**config.mk**
```make
export PLATFORM = sky130hd
export DESIGN_NAME = jtcps1_prog_sched
export DESIGN_NICKNAME = d
export VERILOG_FILES = /design/src/rtl/jtcps1_pkg.sv /design/src/rtl/jtcps1_prog_fifo.sv /design/src/rtl/jtcps1_prog_sched.sv
export SDC_FILE = /design/constraint.sdc
export NUM_CORES = 1
export LEC_CHECK = 0
export CAP_MARGIN = 20
export CORE_ASPECT_RATIO = 0.7
export CORE_MARGIN = 2
export CORE_UTILIZATION = 35
export CTS_CLUSTER_DIAMETER = 40
export CTS_CLUSTER_SIZE = 16
export DETAILED_ROUTE_END_ITERATION = 16
export PLACE_DENSITY = 0.58
export SYNTH_ARGS = -nofsm -noshare
export SYNTH_HDL_FRONTEND = slang
export SYNTH_HIERARCHICAL = 1
export SYNTH_SLANG_ARGS = --single-unit
```
**constraint.sdc**
```tcl
create_clock -name clk -period 3.01 [get_ports clk]
set_input_delay 0.4515 -clock clk [delete_from_list [all_inputs] [get_ports clk]]
set_output_delay 0.4515 -clock clk [all_outputs]
set_load 0.05 [all_outputs]
```
**src/rtl/jtcps1_pkg.sv**
```systemverilog
// Shared types and defaults for the CPS1 SDRAM programming path.
`timescale 1ns/1ps
package jtcps1_pkg;

  localparam int          FIFO_AW_DEF = 2;
  localparam logic [21:0] CLR_END_DEF = 22'h3FFFFF;
  localparam logic [1:0]  CLR_BA_DEF  = 2'd0;

  typedef enum logic [1:0] {
    ST_IDLE  = 2'd0,
    ST_LOAD  = 2'd1,
    ST_CLEAR = 2'd2
  } sched_st_t;

  typedef struct packed {
    logic [21:0] addr;
    logic [15:0] data;
    logic [1:0]  mask;
    logic [1:0]  ba;
  } prog_wr_t;

endpackage

```
**src/rtl/jtcps1_prog_fifo.sv**
```systemverilog
// Loader write queue; a pop frees a full slot for a same-cycle push.
`timescale 1ns/1ps
module jtcps1_prog_fifo
  import jtcps1_pkg::*;
#(
  parameter int AW = FIFO_AW_DEF
) (
  input  logic     clk,
  input  logic     rst_n,
  input  logic     push,
  input  prog_wr_t din,
  input  logic     pop,
  output logic     full,
  output logic     empty,
  output prog_wr_t head
);

  localparam int DEPTH = 1 << AW;

  prog_wr_t      mem [DEPTH];
  logic [AW-1:0] wr_ptr;
  logic [AW-1:0] rd_ptr;
  logic [AW:0]   cnt;
  logic          do_pop;
  logic          do_push;

  assign empty   = cnt == '0;
  assign full    = cnt == (AW+1)'(DEPTH);
  assign head    = mem[rd_ptr];
  assign do_pop  = pop & ~empty;
  assign do_push = push & (~full | do_pop);

  always_ff @(posedge clk or negedge rst_n) begin
    if (!rst_n) begin
      wr_ptr <= '0;
      rd_ptr <= '0;
      cnt    <= '0;
    end else begin
      if (do_push) wr_ptr <= wr_ptr + 1'b1;
      if (do_pop)  rd_ptr <= rd_ptr + 1'b1;
      unique case ({do_push, do_pop})
        2'b10:   cnt <= cnt + 1'b1;
        2'b01:   cnt <= cnt - 1'b1;
        default: cnt <= cnt;
      endcase
    end
  end

  always_ff @(posedge clk) begin
    if (do_push) mem[wr_ptr] <= din;
  end

endmodule

```
**src/rtl/jtcps1_prog_sched.sv**
```systemverilog
// Schedules loader writes and the post-download clear pass onto
// the SDRAM programming port.
`timescale 1ns/1ps
module jtcps1_prog_sched
  import jtcps1_pkg::*;
#(
  parameter int          FIFO_AW = FIFO_AW_DEF,
  parameter logic [21:0] CLR_END = CLR_END_DEF,
  parameter logic [1:0]  CLR_BA  = CLR_BA_DEF
) (
  input  logic        clk,
  input  logic        rst_n,
  input  logic        downloading,
  input  logic        ld_we,
  input  logic [21:0] ld_addr,
  input  logic [15:0] ld_data,
  input  logic [1:0]  ld_mask,
  input  logic [1:0]  ld_ba,
  input  logic        clr_en,
  output logic        prog_we,
  output logic [21:0] prog_addr,
  output logic [15:0] prog_data,
  output logic [1:0]  prog_mask,
  output logic [1:0]  prog_ba,
  input  logic        prog_rdy,
  output logic        busy,
  output logic        ovf
);

  sched_st_t   st;
  logic [21:0] cnt;
  logic        src_fifo;
  prog_wr_t    din;
  prog_wr_t    head;
  logic        full;
  logic        empty;
  logic        ack;
  logic        clr_ack;
  logic        pop;

  assign din     = '{addr: ld_addr, data: ld_data,
                     mask: ld_mask, ba: ld_ba};
  assign ack     = prog_we & prog_rdy;
  assign clr_ack = ack & ~src_fifo;
  assign pop     = ack & src_fifo;
  assign busy    = ~empty | prog_we | (st == ST_CLEAR);

  jtcps1_prog_fifo #(.AW(FIFO_AW)) u_fifo (
    .clk   (clk),
    .rst_n (rst_n),
    .push  (ld_we),
    .din   (din),
    .pop   (pop),
    .full  (full),
    .empty (empty),
    .head  (head)
  );

  always_ff @(posedge clk or negedge rst_n) begin
    if (!rst_n) begin
      st        <= ST_IDLE;
      cnt       <= '0;
      src_fifo  <= 1'b0;
      ovf       <= 1'b0;
      prog_we   <= 1'b0;
      prog_addr <= '0;
      prog_data <= '0;
      prog_mask <= 2'b11;
      prog_ba   <= '0;
    end else begin
      if (ld_we & full & ~pop) ovf <= 1'b1;

      unique case (st)
        ST_IDLE:
          if (downloading) st <= ST_LOAD;
        ST_LOAD:
          if (~downloading & empty) begin
            st  <= clr_en ? ST_CLEAR : ST_IDLE;
            cnt <= '0;
          end
        ST_CLEAR:
          if (downloading)
            st <= ST_LOAD;
          else if (clr_ack && cnt == CLR_END)
            st <= ST_IDLE;
        default:
          st <= ST_IDLE;
      endcase

      if (st == ST_CLEAR && clr_ack && cnt != CLR_END)
        cnt <= cnt + 22'd1;

      // queued loader words always win over the next clear word
      if (prog_we) begin
        if (ack)
          prog_we <= 1'b0;
        else if (st == ST_CLEAR && downloading && !src_fifo)
          prog_we <= 1'b0;
      end else if (!empty) begin
        prog_we   <= 1'b1;
        src_fifo  <= 1'b1;
        prog_addr <= head.addr;
        prog_data <= head.data;
        prog_mask <= head.mask;
        prog_ba   <= head.ba;
      end else if (st == ST_CLEAR && !downloading) begin
        prog_we   <= 1'b1;
        src_fifo  <= 1'b0;
        prog_addr <= cnt;
        prog_data <= '0;
        prog_mask <= 2'b00;
        prog_ba   <= CLR_BA;
      end
    end
  end

endmodule

```
==> results of run 1 <==
worst paths after layout:
check / startpoint / to / cells after the start
setup / recovery: cnt[0] / cnt[3] / 6
hold / removal: rst_n / prog_addr[21] / 1
setup reg to reg: cnt[0] / cnt[3] / 6
hold reg to reg: prog_addr[12] / prog_addr[12] / 2
max in group asynchronous: rst_n / prog_mask[1] / 2
min in group clk: prog_addr[12] / prog_addr[12] / 2
cells by family (layout without fill, tap and decap cells):
logic type	Yosys count	count (layout)	synth area share (%)
AO/OA/AOI/OAI	78	78	5.712
XOR/XNOR	12	12	1.071
adder cells (fa/ha/maj)	7	7	0.9690
buffers and inverters	61	203	2.677
flip-flops	244	244	70.81
multiplexers	70	70	12.56
AND/OR/NAND/NOR	119	119	6.197
per-layer routing:
metal  GRT usage, %  vias to the layer above  wire, µm
li1               -                     2508         -
met1          20.99                     2780     10190
met2          23.82                      118      9940
met3          4.101                       34      1172
met4          3.699                        2       316
met5              0                        -        11
power breakdown:
part / internal (mW) / switching (mW) / total (mW)
Sequential: 4.51 / 0.510 / 5.02
Clock: 2.42 / 1.42 / 3.84
Combinational: 1.75 / 2.67 / 4.42
registers in the layout, indices dropped and copies added (netlist names):
register,flops
src_fifo,1
cnt,22
st,2
prog_ba,2
u_fifo/cnt,3
prog_data,16
u_fifo/wr_ptr,2
u_fifo/mem,168
u_fifo/rd_ptr,2
prog_we,1
prog_addr,22
prog_mask,2
ovf,1
synth_stat cells (2+ instances only):
library cell,n
buf_2,6
clkbuf_1,17
and3_1,3
nor3b_1,2
xor2_1,6
and2_2,4
xnor2_1,6
o31ai_1,24
nand4_1,5
nor4_1,2
edfxtp_1,168
nor3_1,6
nand3_1,10
o211ai_2,2
or4_1,2
mux4_2,42
nor2_1,11
dfrtp_1,74
mux2i_1,26
buf_4,3
a21o_1,3
o211ai_1,6
buf_6,2
o31ai_2,2
o21ai_1,2
dfstp_2,2
or3b_1,3
ha_1,6
nand2_1,58
o21ai_0,24
o41ai_1,2
o311ai_1,2
buf_1,3
inv_1,29
a21oi_1,3
cell type report:
| type | instances | area share (%) |
|---|---|---|
| clock inverters | 22 | 1.338 |
| well taps | 371 | 3.761 |
| clock buffers | 41 | 7.704 |
| repair buffers | 110 | 8.819 |
| flip-flops and latches | 244 | 56.34 |
| inverters | 30 | 0.9123 |
| multi-input cells | 286 | 21.13 |
worst max-delay path: stages (launching register included):
cell and delay (ns):
dfrtp_1 0.43, ha_1 0.24, and4_4 0.27, or3b_1 0.49
o21ai_4 0.48, mux2_1 0.38, a21o_1 0.18
stage by stage:
stage / setup slack, ns / util [%] / instance area [µm²]
after global placement: 0.4832 / 40.54 / 11230
after global routing: 0.2862 / 44.57 / 12340
final: 0.4361 / 44.57 / 12340
after floorplan: 0.6548 / - / 9813
after CTS: 0.4403 / 44.57 / 12340
after detailed placement: 0.4345 / 40.54 / 11230
==> out/metrics.yaml, run 1 <==
drt:
  wl_per_cell_um: 19.59
  vias: 5442
  first_pass_iters: 7
  antenna_left: 0
  route.final.wire_length_um: 21630
  drt-initial-drc-count: 460
  via_per_inst: 4.929
  drc_errors: 0
min_path:
  min_path_type: "in -> async"
grt:
  grt_max_degree: 57
  grt_pass1_wl_um: 33440
  grtUsageTotal_pct: 15.14
  antenna_found_initial: 1
  grt_pass1_vias: 5744
  grt.overflow.total: 0
clock_tree:
  clkTransAtPathRegs_ns: 0.05
  cts_buffers: 35
  ctsHoldBuffers: 0
  root_buffer: "clkbuf_16"
  cts_resized: 0
  cts.sinks: 244
  htreeDepth: 2
  cts_tree: "built"
  clockBufferDepth: 3
  clock_latency_ns: 0.50
  postCtsSetupRepairBufs: 0
sta:
  timing.fmax_mhz: 388.5
  finalCritPeriodShare_pct: 85.51
  skew_ns: 0.009662
  finalHoldViolCount: 0
  rsz0062_at_grt: "false"
  timing.hold.ws_ns: 0.02352
  worstMarginPinSlew_ns: 0.7577
  setup_viol: 0
  maxSlewHeadroom_pct: 49.49
  period_minus_slack_ns: 2.574
  maxSlewViolCount: 0
  fin_setup_tns_ns: 0
logic_synthesis:
  ys_warn_count: 6
  syn_area_per_cell_um2: 16.60
  yosys_most_used_dff: "edfxtp_1"
  ys_top_cells_by_area: "edfxtp_1 51%, dfrtp_1 19%, mux4_2 9.6%"
  synth_edf_count: 168
  syn-num-nets: 646
  synth_top_area_share_pct: 51.41
  ys_ff_latch: 244
  postSynthCellCount: 591
  async_reset_ff_share_pct: 31.15
  synth-seq-area-share_pct: 70.81
  ys_types: 60
  syn_area_um2: 9813
  yosysTopAreaCell: "edfxtp_1"
die:
  fp.dieW_um: 204.1
  die_h_um: 144.1
  coreArea_um2: 27690
  start_util_pct: 35.43
  std_cell_rows: 51
  die_area_um2: 29410
  io_pins: 93
placed_design:
  port-buffer-count: 92
  dpl.cell_count: 1041
  place.gp.congestion: 0.8206
  hpwl_um: 13750
setup_path:
  crit_type: "reg -> reg"
  critPathLaunchType: "flop"
  arrival_ns: 2.97
  r2r_slack_ns: 0.44
  required_ns: 3.40
  cp-end-kind: "flop"
  crit_fanout: 19
finish:
  finalNonFillerCells: 1104
  diodes: 0
  drive_gt1_share_pct: 19.37
  multi_input_area_um2: 2608
  n_fill_cell: 2460
  layout_commonest_cell: "edfxtp_1"
  syn2layout_area_growth_pct: 25.78
  seq_area_um2: 6954
  nNetsFinal: 762
  mostFrequentLayoutCells: "168 x edfxtp_1, 90 x clkdlybuf4s50_1, 72 x dfrtp_1, 58 x nand2_1, 42 x mux4_2"
power_and_ir_drop:
  vdd_ir_drop_max_uv: 394.9
  p_leak_nw: 4.449
  powerDensity_nw_per_um2: 1075
  finalPower_mw: 13.27
flow_run:
  max_cap_violations: 0
outcome:
  status: "complete, no violations"
Note: power is estimated with default switching activity, not from simulation.
==> run 2: changes to the inputs <==
TNS_END_PERCENT = 10   (was not set)
clock period = 2.45 ns   (was 3.01 ns; I/O delays follow)
==> run 2 against run 1 <==
  * Design area rose by 0.86%
  * Non-clock buffer count is 17 higher
  * Combinational power rose by 27%
  * Power is 22% higher
  * Count of clock-buffer cells in the layout decreased by 8
  * Setup slack lost 0.36 ns
  * Utilization up 0.38 points
  * Final cell count is 1.0% higher
  * Sequential share of layout area down 0.47 points
  * Critical endpoint is now busy
==> out/metrics.yaml, run 2 (synthesis results as in run 1) <==
outcome:
  status: "complete, no violations"
clock_tree:
  root_buffer: "clkbuf_16"
  htreeDepth: 1
  clockBufferDepth: 3
  cts.sinks: 244
  clkTransAtPathRegs_ns: 0.06
  cts_buffers: 31
  cts_tree: "built"
  clock_latency_ns: 0.54
sta:
  skew_ns: 0.02034
  timing.hold.ws_ns: 0.3707
  finalCritPeriodShare_pct: 97.00
  maxSlewViolCount: 0
  finalHoldViolCount: 0
  rsz0062_at_grt: "true"
  timing.fmax_mhz: 420.8
  setup_viol: 0
  maxSlewHeadroom_pct: 63.80
  period_minus_slack_ns: 2.376
  worstMarginPinSlew_ns: 0.5430
die:
  std_cell_rows: 51
  fp.dieW_um: 204.1
  start_util_pct: 35.43
  die_h_um: 144.1
  coreArea_um2: 27690
  io_pins: 93
  die_area_um2: 29410
grt:
  grt_pass1_wl_um: 34180
  grt_pass1_vias: 5794
  grtUsageTotal_pct: 15.30
  grt_max_degree: 38
  grt.overflow.total: 0
  antenna_found_initial: 0
finish:
  mostFrequentLayoutCells: "168 x edfxtp_1, 89 x clkdlybuf4s50_1, 71 x dfrtp_1, 58 x nand2_1, 42 x mux4_2"
  n_fill_cell: 2404
  top_regs: "u_fifo/mem: 168 flops, cnt: 22 flops, prog_addr: 22 flops"
  syn2layout_area_growth_pct: 26.86
  nNetsFinal: 775
  finalNonFillerCells: 1115
  top_register: "u_fifo/mem"
  drive_gt1_share_pct: 21.91
  stdcell_area_um2: 12450
  diodes: 0
  layout_commonest_cell: "edfxtp_1"
  largest_register_ffs: 168
power_and_ir_drop:
  p_leak_nw: 4.497
  swShare_pct: 35.99
  seq_power_share_pct: 37.9
  p_int_mw: 10.33
  powerDensity_nw_per_um2: 1296
  power.switching_mw: 5.806
  power_frac_clock_pct: 27.4
  pwr-share-comb_pct: 34.7
  vdd_ir_drop_max_uv: 581.7
setup_path:
  arrival_ns: 2.01
  critPathLaunchType: "flop"
  cp-end-kind: "output pin"
  crit_fanout: 10
  crit_type: "reg -> out"
  required_ns: 2.08
min_path:
  min_path_type: "in -> async"
drt:
  antenna_left: 0
  vias: 5576
  wl_per_cell_um: 19.66
  first_pass_iters: 4
  drc_errors: 0
  via_per_inst: 5.001
  route.final.wire_length_um: 21930
  drt-initial-drc-count: 342
placed_design:
  placed_cell_area_um2: 11390
  hpwl_um: 14610
  port-buffer-count: 92
  dpl.cell_count: 1056
  place.gp.congestion: 0.8299
flow_run:
  max_cap_violations: 0
[run 2: cell types whose count changed in the layout (fill, tap and decap cells not counted), moves of 2 or more]
| cell | before | now |
|---|---|---|
| clkbuf_16 | 37 | 31 |
| clkinv_1 | 8 | 0 |
| clkinv_8 | 0 | 3 |
| buf_4 | 17 | 28 |
| clkinv_2 | 7 | 2 |
| clkinv_4 | 1 | 3 |
| inv_6 | 1 | 5 |
| inv_8 | 0 | 5 |
| buf_12 | 3 | 7 |
| clkinvlp_4 | 3 | 5 |
[run 2: path summary, 6_finish.rpt]
check,slack (ns),start,cells past startpoint,endpoint
hold / removal,0.37,rst_n,2,prog_addr[15]
setup / recovery,0.07,u_fifo/cnt[1],4,busy
min in group clk,0.46,clr_en,3,st[1]
hold reg to reg,0.48,prog_mask[1],2,prog_mask[1]
setup reg to reg,0.12,u_fifo/cnt[0],9,u_fifo/cnt[2]
max in group asynchronous,1.31,rst_n,3,prog_mask[1]
[run 2: layer usage]
metal	vias up	GRT usage [%]	part of all wire, %
met5	-	0	0
met2	133	24.80	47
met1	2875	21.84	47
met3	25	2.704	4.8
li1	2543	-	-
met4	0	3.051	1.6
[run 2: final cells by class]
class,instances,area (µm²),share of cell area [%]
clock buffer,33,783.3,6.291
clock inverter,24,252.7,2.030
inverter,30,112.6,0.9045
multi-input combinational,286,2614,21.00
sequential,244,6955,55.87
tap,371,464.2,3.729
timing repair buffer,127,1267,10.18
[run 2: worst max-delay path: stages (launching register included)]
cell	delay, ns
dfrtp_2	0.44
nor3_4	0.35
buf_6	0.24
nand3b_1	0.22
buf_12	0.22
[run 2: through the flow]
stage | setup TNS [ns] | worst slack, ns | util, % | total power [mW]
2_1_floorplan | 0 | 0.09482 | - | 9.785
3_3_place_gp | 0 | 0.08484 | 41.12 | 11.74
3_5_place_dp | 0 | 0.0001494 | 41.12 | 11.86
4_1_cts | 0 | 0.001807 | 44.95 | 16.39
5_1_grt | -0.0007185 | -0.0007185 | 44.95 | 17.01
6_report | 0 | 0.07361 | 44.95 | 16.13
[run 2: power groups by stage]
stage               clock [mW]  combinational [mW]  sequential, mW
global placement             0                5.61            6.13
CTS                       4.54                5.72            6.13
floorplan                    0                2.65            7.14
global route              4.73                6.05            6.23
finish                    4.43                5.60            6.11
detailed placement           0                5.67            6.20
[run 2: timing repair]
action	4_1_cts	5_1_grt
pin swaps	1	3
setup buffers	0	0
endpoints found under the setup margin	1	2
cloned	1	0
endpoints found under the hold margin	35	0
resized for setup	2	1
hold buffers	1	0
==> run 3: changes to the inputs <==
CORE_ASPECT_RATIO = 0.6   (was 0.7)
clock period = 2.4 ns   (was 2.45 ns; I/O delays follow)
==> run 3 against run 2 <==
  * Sequential share of layout area decreased by 0.16 points
  * Design area increased by 0.28%
  * Global-route usage decreased by 0.32 points
  * Largest cell class unchanged
  * Setup slack improved by 0.015 ns
==> out/metrics.yaml, run 3 (synthesis results as in run 1) <==
setup_path:
  rr_worst_depth: 9
  r2r_slack_ns: 0.09
  crit_type: "reg -> reg"
  reg2reg_to: "u_fifo/cnt[2]"
  cp-end-kind: "flop"
  arrival_ns: 2.78
  crit-reg2reg-launch: "u_fifo/cnt[0]"
  crit_fanout: 5
  required_ns: 2.87
  critPathLaunchType: "flop"
sta:
  timing.hold.ws_ns: 0.4224
  worstMarginPinSlew_ns: 0.8057
  period_minus_slack_ns: 2.311
  rsz0062_at_grt: "false"
  maxSlewHeadroom_pct: 46.29
  finalCritPeriodShare_pct: 96.29
  finalHoldViolCount: 0
  maxSlewViolCount: 0
  fin_setup_tns_ns: 0
  setup_viol: 0
  timing.fmax_mhz: 432.7
  skew_ns: 0.02246
min_path:
  min_path_type: "in -> reg"
  hold_end: "st[1]"
  min_delay_path_depth: 3
  worstHoldStart: "clr_en"
drt:
  first_pass_iters: 5
  route.final.wire_length_um: 21660
  vias: 5520
  drt-initial-drc-count: 328
  antenna_left: 0
  drc_errors: 0
  via_per_inst: 4.982
  wl_per_cell_um: 19.55
grt:
  grt.overflow.total: 0
  grt_pass1_vias: 5829
  antenna_found_initial: 1
  grt_max_degree: 59
  grt_pass1_wl_um: 33620
  grtUsageTotal_pct: 14.99
placed_design:
  hpwl_um: 14170
  place.gp.congestion: 0.7890
  dpl.cell_count: 1050
  port-buffer-count: 92
power_and_ir_drop:
  p_leak_nw: 4.502
  vdd_ir_drop_max_uv: 698.3
  p_int_mw: 10.51
  power_frac_clock_pct: 26.5
  swShare_pct: 36.19
  power.switching_mw: 5.961
  seq_power_share_pct: 37.5
  powerDensity_nw_per_um2: 1320
  pwr-share-comb_pct: 36.0
finish:
  nNetsFinal: 772
  largest_register_ffs: 168
  finalNonFillerCells: 1108
  syn2layout_area_growth_pct: 27.22
  top_register: "u_fifo/mem"
  mostFrequentLayoutCells: "168 x edfxtp_1, 89 x clkdlybuf4s50_1, 71 x dfrtp_1, 58 x nand2_1, 42 x mux4_2"
  top_regs: "u_fifo/mem: 168 flops, cnt: 22 flops, prog_addr: 22 flops"
  drive_gt1_share_pct: 21.62
  layout_commonest_cell: "edfxtp_1"
die:
  coreArea_um2: 27580
  fp.dieW_um: 220.2
  start_util_pct: 35.58
  std_cell_rows: 47
  io_pins: 93
  die_area_um2: 29440
  die_h_um: 133.7
clock_tree:
  cts.sinks: 244
  clkTransAtPathRegs_ns: 0.07
  clockBufferDepth: 3
  clock_latency_ns: 0.55
  htreeDepth: 1
  cts_tree: "built"
  cts_buffers: 29
  root_buffer: "clkbuf_16"
outcome:
  status: "complete, no violations"
flow_run:
  max_cap_violations: 0
run 3: changes by cell type in the layout (fill, tap and decap cells not counted), moves of 2 or more:
cell        before  now
clkbuf_1         2    0
buf_4           28   22
clkinvlp_4       5    2
inv_8            5    3
clkbuf_16       31   29
clkinv_1         0    2
inv_6            5   10
buf_12           7   13
run 3: worst max-delay path, cell delays in order, from the launching register on:
cell and delay (ns):
dfrtp_2 0.46, or3b_1 0.42, o21a_4 0.21, inv_1 0.05, ha_1 0.19, inv_1 0.08
fa_1 0.39, xor2_1 0.16, nor2_1 0.12, xor2_1 0.15
run 3: worst max path at each step:
stage | endpoint | depth (start not counted) | slack, ns | start
after floorplan | u_fifo/cnt[2] | 9 | 0.04 | prog_we
after global placement | u_fifo/cnt[2] | 10 | 0.02 | prog_rdy
after detailed placement | u_fifo/cnt[2] | 9 | -0.08 | prog_rdy
after CTS | busy | 4 | 0.009 | u_fifo/cnt[0]
after global routing | u_fifo/cnt[2] | 9 | 0.02 | u_fifo/cnt[0]
final | u_fifo/cnt[2] | 9 | 0.09 | u_fifo/cnt[0]
run 3: layer usage:
| metal | global-route usage (%) | vias up | wire length, µm |
|---|---|---|---|
| met5 | 0 | - | 0 |
| li1 | - | 2530 | - |
| met2 | 23.22 | 126 | 9957 |
| met4 | 3.132 | 0 | 351 |
| met1 | 21.78 | 2833 | 10170 |
| met3 | 3.333 | 31 | 1179 |
run 3: timing repair:
item,CTS,global route
pin swaps,0,2
gates resized for setup,1,2
endpoints found under the setup margin,1,4
hold endpoints to repair,54,0
cloned,1,0
hold buffers,1,0
setup buffers,0,1
run 3: cell type report:
type	count	area (µm²)
Fill cell	2382	15100
Clock inverter	25	254.0
Multi-Input combinational cell	286	2616
Clock buffer	29	725.7
Antenna cell	1	2.502
Timing Repair Buffer	126	1359
Sequential cell	244	6955
Inverter	30	112.6
Tap cell	367	459.2
run 3: metrics by stage:
stage	worst slack, ns	util, %	power (mW)	cell area (µm²)
floorplan	0.04482	-	9.989	9813
global placement	0.02221	41.49	12.05	11440
detailed placement	-0.07762	41.49	12.21	11440
CTS	0.009059	45.22	16.68	12470
global route	0.01984	45.26	17.33	12480
finish	0.08902	45.27	16.47	12480
run 3: power by group through the flow:
| stage | clock (mW) | sequential [mW] | combinational, mW |
|---|---|---|---|
| 6_report | 4.37 | 6.18 | 5.92 |
| 5_1_grt | 4.64 | 6.32 | 6.37 |
| 3_3_place_gp | 0 | 6.22 | 5.83 |
| 4_1_cts | 4.46 | 6.21 | 6.01 |
| 2_1_floorplan | 0 | 7.29 | 2.70 |
| 3_5_place_dp | 0 | 6.27 | 5.94 |
==> edit: new RTL, config.mk and constraints of run 2 <==
`FIFO_AW_DEF`: 2 -> 4.
--- a/src/rtl/jtcps1_pkg.sv
+++ b/src/rtl/jtcps1_pkg.sv
@@ -3,5 +3,5 @@
 package jtcps1_pkg;
 
-  localparam int          FIFO_AW_DEF = 2;
+  localparam int          FIFO_AW_DEF = 4;
   localparam logic [21:0] CLR_END_DEF = 22'h3FFFFF;
   localparam logic [1:0]  CLR_BA_DEF  = 2'd0;
Function: changed (a bounded check fails within 10 cycles, from zero or initial values and one cycle with rst_n low).
==> edit against run 2 <==
Final area grew to 2.9 times the old value. Critical path type unchanged. Largest power group unchanged. Combinational power rose to 2.5 times the old value. Worst setup slack got worse by 0.051 ns. Synthesized area rose to 3.0 times the old value. Wire length increased to 3.1 times the old value. Sequential cell count is 510 higher. Via count rose to 2.7 times the old value. Total power grew to 2.7 times the old value.
==> edit: results (changes against run 2) <==
outcome = complete, no violations
Largest regs = u_fifo/mem x672, cnt x22, prog_addr x22
first-pass GRT wire length = 102000 µm (+200%)
Arr. time, crit path = 2.06 ns (+0.05 ns)
antenna violations before repair = 3 (+3)
Metal-1 WL = 31700 µm (+210%)
worst reg2reg setup slack = 0.08 ns (-0.04 ns)
Final GP Congestion = 0.789 (-4.9%)
HPWL Detailed = 42100 µm (+190%)
met2 usage = 24.5% (-0.30 points)
Pint = 29.5 mW (+190%)
number of DRC markers in iteration 0 = 1543 (+350%)
Pleak = 11.9 nW (+170%)
Total Routing Usage GR = 16.1% (+0.80 points)
met3 WL = 3880 µm (+270%)
met3 GRT Util = 3.16% (+0.46 points)
Hold WS = 0.256 ns (-0.115 ns)
Placed Area = 32700 µm² (+190%)
drt total wl = 68500 µm (+210%)
FFs w/ async S/R, synth = 10.9% (-20 points)
sequential share of power = 37.5% (-0.4 points)
top cells by area, synth = edfxtp_1, mux4_2, dfrtp_1, a22oi_1, nand2_1
clk sink count = 754 (+210%)
layout cells sized above 1 = 27.6% (+5.7 points)
top routing layer in use = met5
PwrDens = 1220 nW/µm² (-6.0%)
largest net degree at the start of global routing = 46 (+21%)
Slew @ Worst Pin = 0.777 ns (+0.234 ns)
number of flops mapped to enable cells by yosys = 672 (+300%)
Routed met2 length = 31600 µm (+210%)
met1 usage = 23.7% (+1.9 points)
clock skew = 0.0256 ns (+0.00523 ns)
Post-synth top cells = edfxtp_1, mux4_2, nand2_1, a22oi_1, dfrtp_1
peak supply drop = 790 µV (+36%)
Setup WS pre-CTS = -0.263 ns (-0.263 ns)
WL per Instance = 24.2 µm (+23%)
post-synthesis net count = 1522 (+140%)
Clock Latency Late Sink = 0.64 ns (+0.10 ns)
Final Util = 43.4% (-1.5 points)
post-route setup slack = 0.0228 ns (-0.0508 ns)
Seq/Total Area, Yosys = 75.9% (+5.1 points)
Yosys cell types = 61 (+1.7%)
htree depth = 3 (+2)
DR vias = 14900 (+170%)
CTS Buf Count = 86 (+180%)
[edit: critical path, delay by kind of cell (launching register included)]
| family | cells | cell delay (ns) |
|---|---|---|
| buf+inv | 3 | 0.46 |
| simple gates | 3 | 0.51 |
| flops | 1 | 0.44 |
[edit: cell families after synthesis]
kind of cell / Yosys count / synth area share (%)
DFF: 754 / 75.9
and+or+nand+nor: 206 / 3.35
muxes: 201 / 14.1
AOI/OAI and AO/OA: 174 / 4.23
buffers and inverters: 106 / 1.61
xor gates and xnor gates: 13 / 0.389
adders and majority gates: 10 / 0.453
[edit: repair_timing]
action / 4_1_cts / 5_1_grt
endpoints found under the hold margin: 23 / 0
hold buffers: 1 / 0
setup endpoints to repair: 3 / 7
buffers inserted: 0 / 6
pin swaps: 0 / 1
gates cloned: 0 / 1
gates resized for setup: 5 / 13
[edit: layout make-up]
type	count	share of cell area (%)
clock buffers	97	6.26
clock inverters	64	2.19
inverters	29	0.304
multi-input cells	604	19.0
flip-flops and latches	754	62.0
well taps	1080	3.77
repair buffers	203	6.43
